## src/rtl/sme_load_ctrl.sv

```systemverilog
// sme_load_ctrl: front-end sequencer for the string-matching engine.
// Parses the serial isstring/ispattern/chardata stream into the string and
// pattern buffers, kicks the matcher, and presents its result on valid.
module sme_load_ctrl #(
    parameter int DW      = 8,
    parameter int STR_MAX = 32,
    parameter int PAT_MAX = 8
) (
    input  logic          clk,
    input  logic          rst,
    input  logic          isstring,
    input  logic          ispattern,
    input  logic [DW-1:0] chardata,
    output logic          str_we,
    output logic [5:0]    str_addr,
    output logic [DW-1:0] str_wdata,
    output logic [5:0]    str_len,
    output logic          pat_we,
    output logic [3:0]    pat_addr,
    output logic [DW-1:0] pat_wdata,
    output logic [3:0]    pat_len,
    output logic          mat_start,
    input  logic          mat_done,
    input  logic          mat_hit,
    input  logic [4:0]    mat_index,
    output logic          match,
    output logic [4:0]    match_index,
    output logic          valid,
    output logic          busy
);

    localparam logic [5:0] STR_LIM = 6'(STR_MAX);
    localparam logic [3:0] PAT_LIM = 4'(PAT_MAX);

    typedef enum logic [2:0] {
        IDLE,
        S_LOAD,
        P_LOAD,
        START,
        WAIT,
        OUT
    } state_t;

    state_t     state;
    logic [5:0] scnt;
    logic [3:0] pcnt;

    // Sequencer: load string/pattern, launch matcher, emit one result strobe.
    always_ff @(posedge clk) begin
        if (rst) begin
            state       <= IDLE;
            scnt        <= '0;
            pcnt        <= '0;
            str_we      <= 1'b0;
            str_addr    <= '0;
            str_wdata   <= '0;
            str_len     <= '0;
            pat_we      <= 1'b0;
            pat_addr    <= '0;
            pat_wdata   <= '0;
            pat_len     <= '0;
            mat_start   <= 1'b0;
            match       <= 1'b0;
            match_index <= '0;
            valid       <= 1'b0;
            busy        <= 1'b0;
        end else begin
            // Strobes last exactly one cycle unless re-asserted below.
            str_we      <= 1'b0;
            pat_we      <= 1'b0;
            mat_start   <= 1'b0;
            valid       <= 1'b0;
            match       <= 1'b0;
            match_index <= '0;
            case (state)
                IDLE: begin
                    if (isstring) begin
                        str_we    <= 1'b1;
                        str_addr  <= '0;
                        str_wdata <= chardata;
                        scnt      <= 6'd1;
                        state     <= S_LOAD;
                    end else if (ispattern) begin
                        // Pattern-only job: the previously loaded string is reused.
                        pat_we    <= 1'b1;
                        pat_addr  <= '0;
                        pat_wdata <= chardata;
                        pcnt      <= 4'd1;
                        state     <= P_LOAD;
                    end
                end
                S_LOAD: begin
                    if (isstring) begin
                        // Characters beyond the buffer depth are silently dropped.
                        if (scnt < STR_LIM) begin
                            str_we    <= 1'b1;
                            str_addr  <= scnt;
                            str_wdata <= chardata;
                            scnt      <= scnt + 6'd1;
                        end
                    end else begin
                        str_len <= scnt;
                        if (ispattern) begin
                            pat_we    <= 1'b1;
                            pat_addr  <= '0;
                            pat_wdata <= chardata;
                            pcnt      <= 4'd1;
                            state     <= P_LOAD;
                        end else begin
                            state <= IDLE;
                        end
                    end
                end
                P_LOAD: begin
                    if (ispattern) begin
                        if (pcnt < PAT_LIM) begin
                            pat_we    <= 1'b1;
                            pat_addr  <= pcnt;
                            pat_wdata <= chardata;
                            pcnt      <= pcnt + 4'd1;
                        end
                    end else begin
                        pat_len <= pcnt;
                        busy    <= 1'b1;
                        state   <= START;
                    end
                end
                START: begin
                    // A pattern that cannot fit in the string can never match.
                    if (str_len == 6'd0 || {2'b00, pat_len} > str_len) begin
                        valid <= 1'b1;
                        state <= OUT;
                    end else begin
                        mat_start <= 1'b1;
                        state     <= WAIT;
                    end
                end
                WAIT: begin
                    if (mat_done) begin
                        valid       <= 1'b1;
                        match       <= mat_hit;
                        match_index <= mat_hit ? mat_index : 5'd0;
                        state       <= OUT;
                    end
                end
                OUT: begin
                    busy  <= 1'b0;
                    state <= IDLE;
                end
                default: begin
                    busy  <= 1'b0;
                    state <= IDLE;
                end
            endcase
        end
    end

endmodule

```

## config.mk

```make
export PLATFORM = sky130hd
export DESIGN_NAME = sme_load_ctrl
export DESIGN_NICKNAME = d
export VERILOG_FILES = /design/src/rtl/sme_load_ctrl.sv
export SDC_FILE = /design/constraint.sdc
export NUM_CORES = 1
export LEC_CHECK = 0
export CORE_MARGIN = 2
export CORE_UTILIZATION = 42
export DETAILED_ROUTE_END_ITERATION = 8
export GPL_TIMING_DRIVEN = 0
export PLACE_DENSITY = 0.74
export SYNTH_ARGS = -nofsm -noshare
export SYNTH_HDL_FRONTEND = slang
export SYNTH_SLANG_ARGS = --single-unit
```

## constraint.sdc

```tcl
create_clock -name clk -period 1.6 [get_ports clk]
set_input_delay 0.32 -clock clk [delete_from_list [all_inputs] [get_ports clk]]
set_output_delay 0.32 -clock clk [all_outputs]
set_load 0.05 [all_outputs]
```

---- After elaboration in Yosys (flattened, before gate mapping) ----
Cells that the tools add are included.
W data, S select, Z words.
storage, ports and cells
  register bits ........................... 60
  bits in latches ......................... 0
  RAM bits ................................ 0
  bits in read-only memories .............. 0
  bits of input ports ..................... 19
  output and inout bits ................... 47
  logic and storage cells ................. 109
  memories kept ........................... 0
operators by class
  $add $sub $neg .......................... 2
  $mul .................................... 0
  divide/modulo/power cells ............... 0
  $lt $le $gt $ge ......................... 3
  eq/ne operators ......................... 15
  shifts and indexed selects .............. 0
  mux-type cells .......................... 50
  bitwise logic cells ..................... 7
  reductions and logical operators ........ 16
operator list
  cell                   count
  $mux W8                7
  $mux W6                6
  $mux W4                8
  $pmux W8 S2            2
  $pmux W6 S2            2
  $ne A2 B2 Y1 const B   9
  $pmux W4 S2            2
  $mux W3                5
  $pmux W3 S5            1
  $mux W1                12
  $pmux W1 S2            4
  $reduce_and A4 Y1      2
  $reduce_or A4 Y1       2
  $not A1 Y1             7
  $add A6 B1 Y6 const B  1
  $eq A3 B2 Y1 const B   2
  $gt A4 B6 Y1           1
  $logic_not A6 Y1       1
  $lt A6 B6 Y1 const B   1
  $reduce_and A2 Y1      3
  $reduce_and A5 Y1      1
  $add A4 B1 Y4 const B  1
  $lt A4 B4 Y1 const B   1
  $reduce_bool A2 Y1     2
  other kinds (9)        10

---- Depth between registers and ports, before layout ----
  depth in word-level cells ............... 4
  gate-level depth with buffers ........... 6
  gate-level depth less buffers ........... 6

---- Worst setup path before layout ----
OpenSTA, ideal clock, no wires.
  kind .................................... reg2reg
  start ................................... register str_len[5]
  end ..................................... register valid
  setup time .............................. 66 ps
  arrival time ............................ 1,766 ps
  data required time ...................... 1,534 ps
  slack ................................... -232 ps
  cell stages (with the launch flop) ...... 5
  path buffers ............................ 0
  clock period less this slack ............ 1,832 ps
  path through ............................ dfxtp_1 > or4_4 > or4_4 > and2_4 > a21boi_2
between the ends
  word-level cells in the longest chain between the ends .. 4
  elaborated cells on any way between the ends .. 5
  classes of those cells .................. order compare (1); mux (2); reduce/logical (2)
ends and longest elaborated chain
  item                                              RTL line  text
  start: declaration                                17        output logic [5:0] str_len,
  start signal: assignment                          102       str_len <= scnt;
  $gt A4 B6 Y1 or $logic_not A6 Y1 (tied branches)  130       if (str_len == 6'd0 || {2'b00, pat_len} > str_len) begin
  $logic_or A1 B1 Y1 *                              130
  $mux W1 *                                         130
  $pmux W1 S2 *                                     75        case (state)
  end signal: assignment                            72        valid <= 1'b0;
  end signal: assignment                            131       valid <= 1'b1;
  end signal: assignment                            140       valid <= 1'b1;
  end: declaration                                  28        output logic valid,
Every way passes the cells marked *; elsewhere a longest branch is shown, timed or not.
A chain may end at the register's enable or synchronous reset.

---- Final worst setup path ----
  start ................................... register str_len[2]
  end ..................................... register valid
Same word-level chain as after synthesis.

==> reports/summary.txt <==
status - complete, but fails checks
failing checks - negative setup slack
largest family of logic cells by synthesized area - simple AND/OR/NAND/NOR gates
CP arrival - 1.92 ns
CP max FO - 4
Worst Hold Class - reg -> reg
slew at the pin with the worst max-slew slack - 0.545 ns
worst skew pair latency - 0.33 ns
Final Net Count - 359
RSZ-0062 raised after global routing - yes
normalized max-slew margin - 63.3%
Total Neg Setup Slack - -0.0496 ns
first-pass GRT wire length - 9390 µm
Net Count, Synth - 283
Post-Synthesis Cells - 258
synth unique cells - 44
initial antenna violation count - 0
maximum vdd drop - 0.595 mV
drt pass-1 iters - 4
die area - 0.00620 mm²
vias - 2096
H-tree depth - 3
clock-pin transition on the worst setup and hold timing paths - 0.06 ns
mean post-synth cell area - 9.09 µm²
DIE WIDTH - 78.7 µm
initial core utilization - 43.1%
Setup-failing EPs final - 1
kind of critical path - reg -> reg
final std cells w/o fill - 410
worst setup slack after layout - -0.0496 ns
post-synthesis mux area share - 4.27%
ant diodes - 0
Final Routed Wirelength - 5650 µm
critical path endpoint category - flop
area delta synth->final - 41.7%
sequential-to-total area share from yosys stat - 51.2%
Core Footprint - 0.00544 mm²
max_cap viols - 0
All-Layer GR Usage - 19.8%
GRT overflow - 0
top-level port count - 66
CTS tree - done
fin crit share - 103%
DPL Wire Length - 4120 µm
Vias/cell - 5.11
fmax - 606 MHz
port bufs - 65
Die H - 78.7 µm
Placed Cells - 395
clock sink count - 60
pre-CTS setup slack - -0.521 ns
fraction of layout cells with a size suffix above 1 - 16.0%
DR DRC count - 0
fraction of the mapped netlist area in compound gates - 14.1%
Max Slew Vio Count - 0
Clock Tree Root - clkbuf_8
synthesized cell area - 0.00235 mm²
Crit path required time - 1.87 ns
DR WL/cell - 13.8 µm
Yosys Warn Count - 0
CTS buffer count - 9
antenna viol nets, final - 0
Adder-Cell Fraction of Synth Area - 3.20%
clk_skew - 0.00587 ns
Pleak - 1.45 nW
Placer Congestion - 0.854
P per Cell Area - 1020 mW/mm²
vias in the first global route - 1981
XOR/XNOR Fraction of Synth Area - 1.49%
# rows - 27
pin count of the biggest net entering global routing - 11
1st-iter DRT viols - 200
CP Launch Type - flop
flop and latch count out of synthesis - 60
worst-case clock buffer depth - 2
Final Hold Viols - 0
final period demand of the worst path - 1.65 ns
Post-Synth Simple-Gate Area - 22.7%
-- kinds of logic (layout without fill, tap and decap cells) --
group	Yosys count	count (layout)
flip-flops	60	60
multiplexers	10	10
adder cells (fa/ha/maj)	6	6
buffers and inverters	18	98
AND/OR/NAND/NOR	108	108
XOR/XNOR	4	4
AO/OA/AOI/OAI	52	52
-- flip-flops by register name, summed over array words and instances (netlist names) --
register,count
scnt,6
valid,1
state,3
pat_we,1
str_wdata,8
busy,1
pat_len,4
mat_start,1
pat_wdata,8
str_len,6
str_we,1
match,1
str_addr,6
pcnt,4
match_index,5
pat_addr,4
-- cell usage after synthesis (all sizes together) --
library cell | number | share of area (%)
a2111oi | 1 | 0.37
a211oi | 3 | 1.2
a21boi | 1 | 0.48
a21oi | 26 | 5.5
a22oi | 5 | 1.6
a31o | 1 | 0.37
a31oi | 2 | 0.53
a41oi | 1 | 0.37
and2 | 10 | 2.8
and3 | 2 | 0.53
and4bb | 1 | 0.53
buf | 6 | 1.1
clkbuf | 5 | 0.80
dfxtp | 60 | 51
ha | 6 | 3.2
inv | 7 | 1.1
mux2i | 10 | 4.3
nand2 | 44 | 7.0
nand2b | 3 | 0.80
nand3 | 4 | 0.85
nand3b | 1 | 0.32
nand4 | 2 | 0.53
nor2 | 27 | 4.3
nor2b | 2 | 0.53
nor3 | 5 | 1.7
nor3b | 2 | 0.85
nor4 | 2 | 0.53
nor4b | 1 | 0.37
o211a | 1 | 0.43
o211ai | 1 | 0.32
o21a | 2 | 0.64
o21ai | 4 | 0.85
o21ba | 1 | 0.43
o221ai | 1 | 0.37
o22ai | 1 | 0.27
o41ai | 1 | 0.37
or4 | 2 | 0.96
xor2 | 4 | 1.5
-- metal layers --
metal / up-vias / global-route usage, % / share of wire [%]
met5: - / 0 / 0
met4: 0 / 11.4 / 3.9
met3: 18 / 6.82 / 5.9
met2: 64 / 29.2 / 45
met1: 970 / 25.2 / 46
li1: 1044 / - / -
-- final timing paths --
kind,cells past startpoint,startpoint,end,slack (ns)
min reg2reg,2,str_wdata[0],str_wdata[0],0.45
max,4,str_len[2],valid,-0.05
min,2,str_wdata[0],str_wdata[0],0.45
max reg2reg,4,str_len[2],valid,-0.05
-- power breakdown --
group | leakage, nW | internal, W | switching (W)
Combinational | 0.859 | 0.000164 | 0.000304
Sequential | 0.492 | 0.00154 | 0.0000417
Clock | 0.0995 | 0.000794 | 0.000543
Total | 1.45 | 0.00250 | 0.000889
-- layout by cell type (no fill, tap or decap), drive strengths merged, types with 3 or more instances in the layout --
cell type      Yosys  routed
ha                 6       6
nand3              4       4
nor3               5       5
inv                7       7
clkdlybuf4s50      0      17
dlygate4sd2        0      45
a211oi             3       3
and2              10      10
dfxtp             60      60
buf                6       5
nand2             44      44
a21oi             26      26
xor2               4       4
clkbuf             5      20
o21ai              4       4
nand2b             3       3
a22oi              5       5
nor2              27      27
mux2i             10      10
-- area by class of cell --
cell class                 count  area [µm²]
clock buffer                  13         159
sequential                    60        1220
inverter                       7        26.3
tap                           72        90.1
clock inverter                 2        35.0
multi-input combinational    180        1140
buffer                        10        60.1
timing repair buffer          66         597
fill                         478        2110
-- critical path, stage by stage, from the launching register on --
cell      delay [ns]
dfxtp_4         0.35
or4_4           0.53
or4_4           0.43
and2_4          0.15
a21boi_2        0.12
-- what timing repair did --
action	in CTS	in global routing
buffers inserted	0	1
setup endpoints to repair	86	56
hold buffers	0	0
pin swaps	0	3
resized for setup	59	23
hold endpoints to repair	0	0
-- through the flow --
step / util (%) / power, W / cell area [µm²] / hold slack [ns]
final: 61.1 / 0.00338 / 3320 / 0.451
after global routing: 61.1 / 0.00353 / 3320 / 0.465
after CTS: 60.2 / 0.00339 / 3280 / 0.452
after detailed placement: 57.1 / 0.00207 / 3100 / 0.447
after global placement: 57.1 / 0.00206 / 3100 / 0.442
after floorplan: - / 0.00189 / 2360 / 0.397
Power figures use the tool's default switching activity.
